--- config.mk ---
export PLATFORM = sky130hd
export DESIGN_NAME = gemac_pause_ctrl
export DESIGN_NICKNAME = d
export VERILOG_FILES = /design/src/rtl/gemac_pause_ctrl_pkg.sv /design/src/rtl/gemac_dncnt.sv /design/src/rtl/gemac_pause_ctrl.sv
export SDC_FILE = /design/constraint.sdc
export NUM_CORES = 1
export LEC_CHECK = 0
export ABC_AREA = 1
export CORE_MARGIN = 2
export CORE_UTILIZATION = 30
export DETAILED_ROUTE_END_ITERATION = 12
export HOLD_SLACK_MARGIN = 0.05
export PLACE_DENSITY = 0.57
export REMOVE_ABC_BUFFERS = 1
export SYNTH_ARGS = -nofsm -noshare
export SYNTH_HDL_FRONTEND = slang
export SYNTH_SLANG_ARGS = --single-unit
--- constraint.sdc ---
create_clock -name clk -period 3.85 [get_ports clk]
set_input_delay 0.9625 -clock clk [delete_from_list [all_inputs] [get_ports clk]]
set_output_delay 0.9625 -clock clk [all_outputs]
set_load 0.01 [all_outputs]
--- src/rtl/gemac_pause_ctrl_pkg.sv ---
// Shared constants and helpers for the simple_gemac pause-frame scheduler.
package gemac_pause_ctrl_pkg;

  localparam logic        ST_IDLE     = 1'b0;
  localparam logic        ST_PAUSED   = 1'b1;
  localparam logic [15:0] PAUSE_XON   = 16'h0000;
  localparam int          HOLDOFF_DEF = 128;

  function automatic logic [15:0] sat_inc16(input logic [15:0] v);
    sat_inc16 = (v == 16'hFFFF) ? v : v + 16'd1;
  endfunction

endpackage

--- src/rtl/gemac_dncnt.sv ---
// Loadable down-counter that stops at zero; used for both holdoff and refresh timing.
module gemac_dncnt #(
  parameter int W = 16
) (
  input  logic         clk,
  input  logic         rst,
  input  logic         clr,
  input  logic         load,
  input  logic [W-1:0] load_val,
  input  logic         dec,
  output logic [W-1:0] cnt,
  output logic         zero
);

  logic [W-1:0] cnt_q;
  logic [W-1:0] cnt_d;

  // Next count: clear beats load, load beats decrement.
  always_comb begin
    cnt_d = cnt_q;
    if (clr) begin
      cnt_d = '0;
    end else if (load) begin
      cnt_d = load_val;
    end else if (dec && (cnt_q != '0)) begin
      cnt_d = cnt_q - {{(W-1){1'b0}}, 1'b1};
    end else begin
      cnt_d = cnt_q;
    end
  end

  // Count register.
  always_ff @(posedge clk or posedge rst) begin
    if (rst) begin
      cnt_q <= '0;
    end else begin
      cnt_q <= cnt_d;
    end
  end

  assign cnt  = cnt_q;
  assign zero = (cnt_q == '0);

endmodule

--- src/rtl/gemac_pause_ctrl.sv ---
// Pause-frame scheduler: XOFF above the high watermark, periodic XOFF refresh while
// paused, XON below the low watermark, with a holdoff gate between request pulses.
module gemac_pause_ctrl
  import gemac_pause_ctrl_pkg::*;
#(
  parameter int LEVEL_W = 16,
  parameter int HOLDOFF = HOLDOFF_DEF
) (
  input  logic               clk,
  input  logic               reset,
  input  logic               clear,
  input  logic               enable,
  input  logic [LEVEL_W-1:0] fifo_level,
  input  logic [LEVEL_W-1:0] thresh_hi,
  input  logic [LEVEL_W-1:0] thresh_lo,
  input  logic [15:0]        pause_quanta,
  input  logic [15:0]        refresh_cycles,
  output logic               pause_req,
  output logic [15:0]        pause_time,
  output logic               paused,
  output logic [15:0]        pause_count
);

  localparam logic [15:0] HOLDOFF_LOAD = 16'(HOLDOFF - 1);

  logic        state_q,       state_d;
  logic        pause_req_q,   pause_req_d;
  logic [15:0] pause_time_q,  pause_time_d;
  logic [15:0] pause_count_q, pause_count_d;

  logic [15:0] holdoff_cnt_s;
  logic        holdoff_zero_s;
  logic [15:0] refresh_cnt_s;
  logic        refresh_zero_s;
  logic        refresh_load_s;
  logic        refresh_dec_s;
  logic        gate_open_s;
  logic        xoff_cond_s;
  logic        xon_cond_s;

  gemac_dncnt #(.W(16)) u_holdoff (
    .clk      (clk),
    .rst      (reset),
    .clr      (clear),
    .load     (pause_req_d),
    .load_val (HOLDOFF_LOAD),
    .dec      (1'b1),
    .cnt      (holdoff_cnt_s),
    .zero     (holdoff_zero_s)
  );

  gemac_dncnt #(.W(16)) u_refresh (
    .clk      (clk),
    .rst      (reset),
    .clr      (clear),
    .load     (refresh_load_s),
    .load_val (refresh_cycles),
    .dec      (refresh_dec_s),
    .cnt      (refresh_cnt_s),
    .zero     (refresh_zero_s)
  );

  // The previous-pulse term keeps pulses apart even if HOLDOFF is built as 1.
  assign gate_open_s = holdoff_zero_s & ~pause_req_q;
  assign xoff_cond_s = enable & (pause_quanta != PAUSE_XON) & (fifo_level >= thresh_hi);
  assign xon_cond_s  = ~enable | (pause_quanta == PAUSE_XON) | (fifo_level <= thresh_lo);

  // FSM and pulse scheduling.
  always_comb begin
    state_d        = state_q;
    pause_req_d    = 1'b0;
    pause_time_d   = pause_time_q;
    refresh_load_s = 1'b0;
    refresh_dec_s  = 1'b0;
    if (clear) begin
      state_d      = ST_IDLE;
      pause_time_d = 16'h0000;
    end else begin
      case (state_q)
        ST_IDLE: begin
          if (xoff_cond_s && gate_open_s) begin
            pause_req_d    = 1'b1;
            pause_time_d   = pause_quanta;
            refresh_load_s = 1'b1;
            state_d        = ST_PAUSED;
          end else begin
            state_d = ST_IDLE;
          end
        end
        ST_PAUSED: begin
          // XON outranks a refresh that falls due in the same cycle.
          if (xon_cond_s) begin
            if (gate_open_s) begin
              pause_req_d  = 1'b1;
              pause_time_d = PAUSE_XON;
              state_d      = ST_IDLE;
            end else begin
              state_d = ST_PAUSED;
            end
          end else if ((refresh_cycles != 16'h0000) && refresh_zero_s && gate_open_s) begin
            pause_req_d    = 1'b1;
            pause_time_d   = pause_quanta;
            refresh_load_s = 1'b1;
          end else begin
            refresh_dec_s = 1'b1;
          end
        end
        default: begin
          state_d = ST_IDLE;
        end
      endcase
    end
  end

  // Pulse counter saturates at all-ones.
  always_comb begin
    pause_count_d = pause_count_q;
    if (clear) begin
      pause_count_d = 16'h0000;
    end else if (pause_req_d) begin
      pause_count_d = sat_inc16(pause_count_q);
    end else begin
      pause_count_d = pause_count_q;
    end
  end

  // Output and state registers.
  always_ff @(posedge clk or posedge reset) begin
    if (reset) begin
      state_q       <= ST_IDLE;
      pause_req_q   <= 1'b0;
      pause_time_q  <= 16'h0000;
      pause_count_q <= 16'h0000;
    end else begin
      state_q       <= state_d;
      pause_req_q   <= pause_req_d;
      pause_time_q  <= pause_time_d;
      pause_count_q <= pause_count_d;
    end
  end

  assign pause_req   = pause_req_q;
  assign pause_time  = pause_time_q;
  assign paused      = (state_q == ST_PAUSED);
  assign pause_count = pause_count_q;

endmodule

# Yosys cells after proc, flatten, opt, wreduce, memory -nomap -nowiden
# Index checks and enable logic that the tools add are counted.
[op_classes] reduce_logical=16 bitwise=8 n_addsub=3 magnitude_cmp=2 n_eq_ne=5 n_mux=32
[op_table] op="$mux 16" n=14
[op_table] op="$reduce_bool 16->1" n=4
[op_table] op="$logic_not 16->1" n=3
[op_table] op="$pmux 16 s2" n=1
[op_table] op="$sub 16x1->16 const B" n=2
[op_table] op="$add 16x1->16 const B" n=1
[op_table] op="$eq 16x16->1 const B" n=1
[op_table] op="$ge 16x16->1" n=1
[op_table] op="$le 16x16->1" n=1
[op_table] op="$mux 1" n=14
[op_table] op="$pmux 1 s2" n=3
[op_table] op="$reduce_bool 3->1" n=2
[op_table] op="$logic_and 1x1->1" n=4
[op_table] op="$ne 4x2->1 const B" n=1
[op_table] op="$ne 4x4->1 const B" n=1
[op_table] op="$and 1x1->1" n=3
[op_table] op="$ne 3x3->1 const B" n=1
[op_table] op="$not 1->1" n=3
[op_table] op="$reduce_and 3->1" n=1
[op_table] op="$ne 2x2->1 const B" n=1
[op_table] op="$or 1x1->1" n=2
[op_table] op="$reduce_and 2->1" n=1
[op_table] op="$reduce_bool 2->1" n=1
[word_totals] register_bits=66 elab_cells=72

# Depth between registers and ports, before layout
# Gate-level depths: netlist of the first run.
[depth] word_depth=11 ltp_mapped=19 depth_no_buf=18

# Cells and area by module
# From an unflattened synthesis of the first run, not the netlist that was laid out.
[unflattened] hier_cells=809 hier_area_um2=5280.1
[by_module_without_submodules] module="gemac_pause_ctrl" area_per_inst_um2=2776.4 cells_each=406 seq_area_each_um2=850.8 instances=1
[by_module_without_submodules] module="gemac_dncnt (u_holdoff)" area_per_inst_um2=1258.7 cells_each=202 seq_area_each_um2=400.4 instances=1
[by_module_without_submodules] module="gemac_dncnt (u_refresh)" area_per_inst_um2=1244.9 cells_each=201 seq_area_each_um2=400.4 instances=1

# Least setup slack after synthesis of the first run
# OpenSTA, ideal clock, no wires.
[synth_path] kind="input to register" startpoint="input port thresh_lo[15]" endpoint="register pause_count_q[12], in the netlist pause_count[12]" cell_stages=15 path_buffers=2 t_arrival_ns=2.389 slack_ns=1.344 required_time_ns=3.733 cell_sequence="inv_1 > ha_1 > nand2_1 > nor2_1 > nand2_1 > inv_1 > nand2_1 > nand2_1 > nand2_1 > nand3_1 > nand4_2 > buf_6 > buf_6 > nand2_1 > nand2_1"
[synth_via] elab_chain_cells=7
[synth_lines] item="start, declared" line="gemac_pause_ctrl.sv:15" source="input logic [LEVEL_W-1:0] thresh_lo,"
[synth_lines] item="$le 16x16->1" line="gemac_pause_ctrl.sv:66" source="assign xon_cond_s = ~enable | (pause_quanta == PAUSE_XON) | (fifo_level <= thresh_lo);"
[synth_lines] item="$or 1x1->1" line="gemac_pause_ctrl.sv:66"
[synth_lines] item="$mux 1" line="gemac_pause_ctrl.sv:92" source="if (xon_cond_s) begin"
[synth_lines] item="$pmux 1 s2" line="gemac_pause_ctrl.sv:79" source="case (state_q)"
[synth_lines] item="$mux 1" line="gemac_pause_ctrl.sv:75" source="if (clear) begin"
[synth_lines] item="$reduce_bool 2->1 (no source line)"
[synth_lines] item="$reduce_and 2->1 (no source line)"
[synth_lines] item="end signal, assigned" line="gemac_pause_ctrl.sv:138" source="pause_count_q <= pause_count_d;"
[synth_lines] item="end, declared" line="gemac_pause_ctrl.sv:29" source="logic [15:0] pause_count_q, pause_count_d;"
# Every way passes these cells.
# A chain may end at the register's enable or synchronous reset.

# Worst setup path in the final report of the first run
[layout_path] startpoint="input port fifo_level[3]" endpoint="register u_refresh.cnt_q[14], in the netlist u_refresh.cnt[14]"
[layout_via] elab_chain_cells=8
[layout_lines] item="start, declared" line="gemac_pause_ctrl.sv:13" source="input logic [LEVEL_W-1:0] fifo_level,"
[layout_lines] item="$ge 16x16->1" line="gemac_pause_ctrl.sv:65" source="assign xoff_cond_s = enable & (pause_quanta != PAUSE_XON) & (fifo_level >= thresh_hi);"
[layout_lines] item="$and 1x1->1" line="gemac_pause_ctrl.sv:65"
[layout_lines] item="$logic_and 1x1->1" line="gemac_pause_ctrl.sv:81" source="if (xoff_cond_s && gate_open_s) begin"
[layout_lines] item="$mux 1" line="gemac_pause_ctrl.sv:81"
[layout_lines] item="$pmux 1 s2" line="gemac_pause_ctrl.sv:79"
[layout_lines] item="$mux 1" line="gemac_pause_ctrl.sv:75"
[layout_lines] item="$mux 16" line="gemac_dncnt.sv:23" source="end else if (load) begin"
[layout_lines] item="$mux 16" line="gemac_dncnt.sv:21" source="if (clr) begin"
[layout_lines] item="end signal, assigned" line="gemac_dncnt.sv:37" source="cnt_q <= cnt_d;"
[layout_lines] item="end, declared" line="gemac_dncnt.sv:15" source="logic [W-1:0] cnt_q;"
# Several ways; a longest one is shown, not always the timed one.

==> qor.yml, run 1 <==
grt:
  overflow: 0
  grt_max_degree: 67
  grt_pass1_vias: 4653
  grt.total_usage_pct: 14.8
  antenna_found_initial: 0
  grt_pass1_wl_um: 22000
clock_tree:
  root_buffer: "clkbuf_16"
  clockBufferDepth: 2
  numCtsBuffers: 9
  cts.clk_slew.worst_paths_ns: 0.06
  clk_latency_ns: 0.34
  cts_setup_buffers: 0
  h-tree-depth: 3
  cts_num_sinks: 66
  cts_resized: 0
  cts_tree: "done"
  hold_buffers: 0
setup_path:
  arrival_ns: 3.38
  crit_family: "simple AND/OR/NAND/NOR gates"
  critical_path.max_fanout: 34
  slowest_delay_ns: 0.47
  crit_required_ns: 4.07
  worstSetupStartpointType: "input port"
  critPathLaunch: "fifo_level[3]"
  cp_slowest_cell: "clkdlybuf4s50_1"
  path_cells: "clkdlybuf4s50_1 > ha_1 > nand2_1 > nor2_1 > nor2_1 > nand2_1 > nand2_1 > nand2_1 > nand2_1 > nand2_1 > nand2_2 > nand2_4 > nand2_8 > nand3_4 > nand2_1 > nand2_1"
  crit_type: "input port to register"
  cp.buffers_inverters: 1
  cpMostUsedCell: "nand2_1"
  r2r-start: "u_refresh.cnt[0]$_DFFE_PP0P_"
  crit_path_end_kind: "register"
timing:
  max_freq_ghz: 0.316
  rsz0062_at_grt: "no"
  finalSetupViolCount: 0
  tns_ns: 0
  slew_headroom_pct: 42.6
  hold_violations: 0
  tightest_slew_ns: 0.861
  finalCritPeriodShare_pct: 82.1
  fin_crit_ns: 3.16
  slew_viol_final: 0
  final.setup_skew_ns: 0.00682
synthesis:
  yosys.area.top_type_share_pct: 31.9
  netlist-cell-type-count: 43
  ys_top_cells_by_count: "nand2_1 (215), inv_1 (88), nor2_1 (78), dfrtp_1 (66), nand4_1 (46)"
  synthTopCellsByArea: "dfrtp_1 (32%), nand2_1 (16%), ha_1 (8.5%), inv_1 (6.4%), nor2_1 (5.7%)"
  yosys_warnings: 0
  synth-edff-count: 0
  synth_ff_type: "dfrtp_1"
  avgSynthCellArea_sq_um: 7.21
  synth_top_area_cell: "dfrtp_1"
  seq_area_frac_synth_pct: 31.9
  ys_seq_elements: 66
  syn_inst: 718
  synthMostInstantiatedCell: "nand2_1"
  async_flop_share_pct: 100
  syn_area_sq_um: 5170
routing:
  drtIter0Drc: 155
  drt_wl_total_um: 13200
  antenna_left: 0
  drt-pass1-iter-count: 4
  viasPerCell: 4.57
  wl_per_cell_um: 12.5
  drc: 0
  num_vias: 4836
floorplan:
  rows: 48
  die_w_um: 135
  start_util_pct: 30.3
  die_area_sq_um: 18300
  io_pins: 118
  coreArea_sq_um: 17100
  die_h_um: 135
pwr:
  power.density_nw_per_um2: 510
  p_total_uw: 3490
  leakagePower_uw: 0.00340
  max-vdd-ir-drop_v: 0.000263
finish:
  final_util_pct: 40.1
  antenna_cells: 0
  area_delta_synth_final_pct: 32.1
  drive_gt1_share_pct: 8.99
  final_nets: 948
outcome:
  status: "finished, final reports clean"
hold_path:
  min_from: "pause_time[7]$_DFFE_PP0P_"
  min_path_type: "register to register"
run:
  maxCapViolations: 0
place:
  dp_hpwl_um: 9740
  port_buffers: 117
  gp_congestion: 0.779
-- per-layer routing --
layer	vias up	track usage, %	wire length (um)
li1	2553	-	-
met1	2134	20.2	6640
met2	134	23.4	5520
met3	15	3.18	868
met4	0	4.63	212
met5	-	0	0
-- layout make-up --
| class | count | area (sq um) |
|---|---|---|
| Fill cell | 1772 | 10200 |
| Multi-Input combinational cell | 538 | 2990 |
| Sequential cell | 66 | 1650 |
| Timing Repair Buffer | 123 | 1220 |
| Inverter | 91 | 342 |
| Tap cell | 225 | 282 |
| Clock buffer | 10 | 239 |
| Clock inverter | 6 | 114 |
-- power breakdown --
part / leakage (uW) / switching [uW] / internal [uW]
clock: 0.000165 / 319 / 651
sequential: 0.000899 / 160 / 844
combinational: 0.00234 / 867 / 647
-- registers in the layout, summed over array words and instances, names as in the netlist --
name and cells:
pause_count 16, pause_req 1, pause_time 16, paused 1, u_holdoff.cnt 16, u_refresh.cnt 16
-- cell usage in the layout (no fill, tap or decap), drive strengths merged --
cell type and instances:
a21o 2, or2 5, o21a 1, xor2 14, nor2 87, a31oi 1
and2 2, clkdlybuf4s50 117, dfrtp 66, nand4 47, xnor2 9, o21bai 1
o211ai 5, a21oi 17, clkinv 2, bufinv 3, a221oi 1, nand2 224
clkbuf 10, o21ai 23, nand3b 2, nand3 50, inv 90, a21boi 1
nor3 7, ha 35, o221ai 1, buf 6, clkinvlp 2, nor4 3
-- cell families (layout without fill, tap and decap cells) --
| family | count (synthesis) | in the layout | synth area share, % |
|---|---|---|---|
| AO/OA/AOI/OAI | 53 | 53 | 6.22 |
| XOR/XNOR | 23 | 23 | 3.89 |
| adder cells (fa/ha/maj) | 35 | 35 | 8.46 |
| buffers and inverters | 114 | 230 | 10.3 |
| flip-flops | 66 | 66 | 31.9 |
| AND/OR/NAND/NOR | 427 | 427 | 39.3 |
-- worst register-to-register path: stages (launching register included) --
cell and delay [ns]:
dfrtp_1 0.37, inv_1 0.12, ha_1 0.23, inv_1 0.06
nor3_2 0.16, nand2_1 0.14, nor2_2 0.16, nand2_1 0.08
nor2_2 0.09, nand3_2 0.10, nand2_4 0.21, nand2_8 0.23
nor2_8 0.29, nand2_1 0.10, nand2_1 0.07
-- stage by stage --
step	std cells	worst slack (ns)	area (sq um)	hold WS, ns
after floorplan	695	1.05	4980	0.463
after global placement	1043	0.301	6480	0.464
after detailed placement	1043	0.307	6480	0.464
after CTS	1059	0.656	6840	0.480
after global routing	1059	0.397	6840	0.501
final	1059	0.688	6840	0.478
-- worst paths after layout --
| path | endpoint | slack [ns] | cells past startpoint |
|---|---|---|---|
| setup / recovery | u_refresh.cnt[14]$_DFFE_PP0P_ | 0.69 | 16 |
| hold / removal | pause_time[7]$_DFFE_PP0P_ | 0.48 | 2 |
| setup reg to reg | pause_time[7]$_DFFE_PP0P_ | 1.39 | 14 |
| hold reg to reg | pause_time[7]$_DFFE_PP0P_ | 0.48 | 2 |
| max in group asynchronous | u_refresh.cnt[8]$_DFFE_PP0P_ | 2.09 | 3 |
| min in group asynchronous | pause_time[13]$_DFFE_PP0P_ | 1.21 | 3 |
No activity file was read; power rests on OpenSTA's default activity.
==> inputs of run 2 (changes only) <==
Settings changed: PLACE_DENSITY 0.57 to 0.59.
Clock period 3.85 ns to 2.9 ns, I/O delays scaled along.
==> qor.yml, run 2 (same netlist as run 1, synthesis figures left out) <==
pwr:
  leakagePower_uw: 0.00346  # +1.8%
  power.density_nw_per_um2: 665  # +30%
  max-vdd-ir-drop_v: 0.000304  # +15%
grt:
  grt.total_usage_pct: 14.9  # +0.077 points
  grt_max_degree: 67  # unchanged
  overflow: 0  # unchanged
  antenna_found_initial: 0  # unchanged
  grt_pass1_wl_um: 22200  # +1.0%
  grt_pass1_vias: 4633  # -0.43%
finish:
  area_delta_synth_final_pct: 34.0
  final_cell_mix: "nand2_1 (215), clkdlybuf4s50_1 (117), inv_1 (87)"
  final_nets: 961  # +1.4%
  layout_commonest_cell: "nand2_1"
  stdcell_count: 1072  # +1.2%
  antenna_cells: 0  # unchanged
  drive_gt1_share_pct: 10.4  # +1.4 points
setup_path:
  worstSetupStartpointType: "input port"
  critical_path.max_fanout: 15  # -56%
  crit_path_end_kind: "register"
  crit_type: "input port to register"
  arrival_ns: 2.88  # -0.50 ns
  crit_required_ns: 3.18  # -0.89 ns
timing:
  whs_ns: 0.476  # -0.00203 ns
  rsz0062_at_grt: "no"
  tns_ns: 0  # unchanged
  final.setup_skew_ns: 0.00797  # +0.00115 ns
  slew_headroom_pct: 68.9  # +26 points
  hold_violations: 0  # unchanged
  fin_crit_ns: 2.61
  tightest_slew_ns: 0.462  # -0.399 ns
  finalSetupViolCount: 0  # unchanged
  max_freq_ghz: 0.384
  slew_viol_final: 0  # unchanged
  finalCritPeriodShare_pct: 89.9
floorplan:
  die_w_um: 135  # unchanged
  die_area_sq_um: 18300  # unchanged
  coreArea_sq_um: 17100  # unchanged
  die_h_um: 135  # unchanged
  rows: 48  # unchanged
  start_util_pct: 30.3  # unchanged
  io_pins: 118  # unchanged
routing:
  antenna_left: 0  # unchanged
  viasPerCell: 4.51  # -1.2%
  drtIter0Drc: 194  # +25%
  drt_wl_total_um: 13500  # +2.0%
  drt-pass1-iter-count: 5  # +1
  wl_per_cell_um: 12.6  # +0.74%
  drc: 0  # unchanged
  num_vias: 4837  # +0.021%
clock_tree:
  clk_latency_ns: 0.34  # about the same
  numCtsBuffers: 9  # unchanged
  cts_setup_buffers: 0  # unchanged
  clockBufferDepth: 2  # unchanged
  root_buffer: "clkbuf_16"
  cts_resized: 0  # unchanged
  cts_num_sinks: 66  # unchanged
  cts.clk_slew.worst_paths_ns: 0.06  # about the same
  h-tree-depth: 3  # unchanged
  cts_tree: "done"
  hold_buffers: 0  # unchanged
hold_path:
  min_path_type: "register to register"
place:
  gp_congestion: 0.810  # +4.0%
  dp_hpwl_um: 10400  # +6.4%
  port_buffers: 117  # unchanged
  dp_cells: 1056  # +1.2%
run:
  maxCapViolations: 0  # unchanged
outcome:
  status: "finished, final reports clean"
[run 2: cell count changes in the layout (fill, tap and decap cells not counted), sizes merged]
| cell | previous run | this run |
|---|---|---|
| bufinv | 3 | 2 |
| buf | 6 | 19 |
| clkinv | 2 | 4 |
| clkinvlp | 2 | 1 |
[run 2: stage by stage]
step           power, uW  setup slack [ns]  utilization [%]  area (sq um)
2_1_floorplan       2790             0.340                -          4980
3_3_place_gp        3410           -0.0214             38.7          6610
3_5_place_dp        3430           -0.0648             38.7          6610
4_1_cts             4660             0.289             40.7          6930
5_1_grt             4980            0.0744             40.7          6930
6_report            4610             0.293             40.7          6930
[run 2: worst max-delay path: stages]
cell	delay [ns]
clkdlybuf4s50_1	0.45
inv_1	0.04
ha_1	0.28
nand2_1	0.07
nor2_1	0.16
nand4_1	0.14
nor2_1	0.12
nor2_1	0.08
nand2_1	0.15
nand3_1	0.14
nand3_2	0.14
buf_4	0.22
o211ai_1	0.11
inv_1	0.06
[run 2: where the power goes]
group          internal [uW]  switching [uW]  total [uW]
clock network            777             420        1200
registers               1120             209        1330
logic                    908            1170        2080
total                   2810            1800        4610
[run 2: final cells by class]
| class | count | area [sq um] |
|---|---|---|
| Multi-Input combinational cell | 538 | 2990 |
| Fill cell | 1784 | 10100 |
| Sequential cell | 66 | 1650 |
| Inverter | 91 | 342 |
| Tap cell | 225 | 282 |
| Clock inverter | 6 | 90.1 |
| Clock buffer | 10 | 239 |
| Timing Repair Buffer | 136 | 1340 |
[run 2: path summary, 6_finish.rpt]
path | startpoint | to | slack [ns] | cells past startpoint
worst max-delay path | thresh_lo[7] | u_holdoff.cnt[12]$_DFFE_PP0P_ | 0.29 | 14
worst min-delay path | pause_time[0]$_DFFE_PP0P_ | pause_time[0]$_DFFE_PP0P_ | 0.48 | 2
worst max register to register | u_refresh.cnt[0]$_DFFE_PP0P_ | u_refresh.cnt[4]$_DFFE_PP0P_ | 0.60 | 16
worst min register to register | pause_time[0]$_DFFE_PP0P_ | pause_time[0]$_DFFE_PP0P_ | 0.48 | 2
max in group asynchronous | reset | pause_count[14]$_DFFE_PP0P_ | 1.82 | 3
min in group asynchronous | reset | pause_count[12]$_DFFE_PP0P_ | 0.76 | 3
[run 2: metal layers]
metal	global-route usage, %	routed length, um
met2	23.4	5760
met4	3.76	103
met3	3.97	999
met1	20.3	6630
met5	0	0
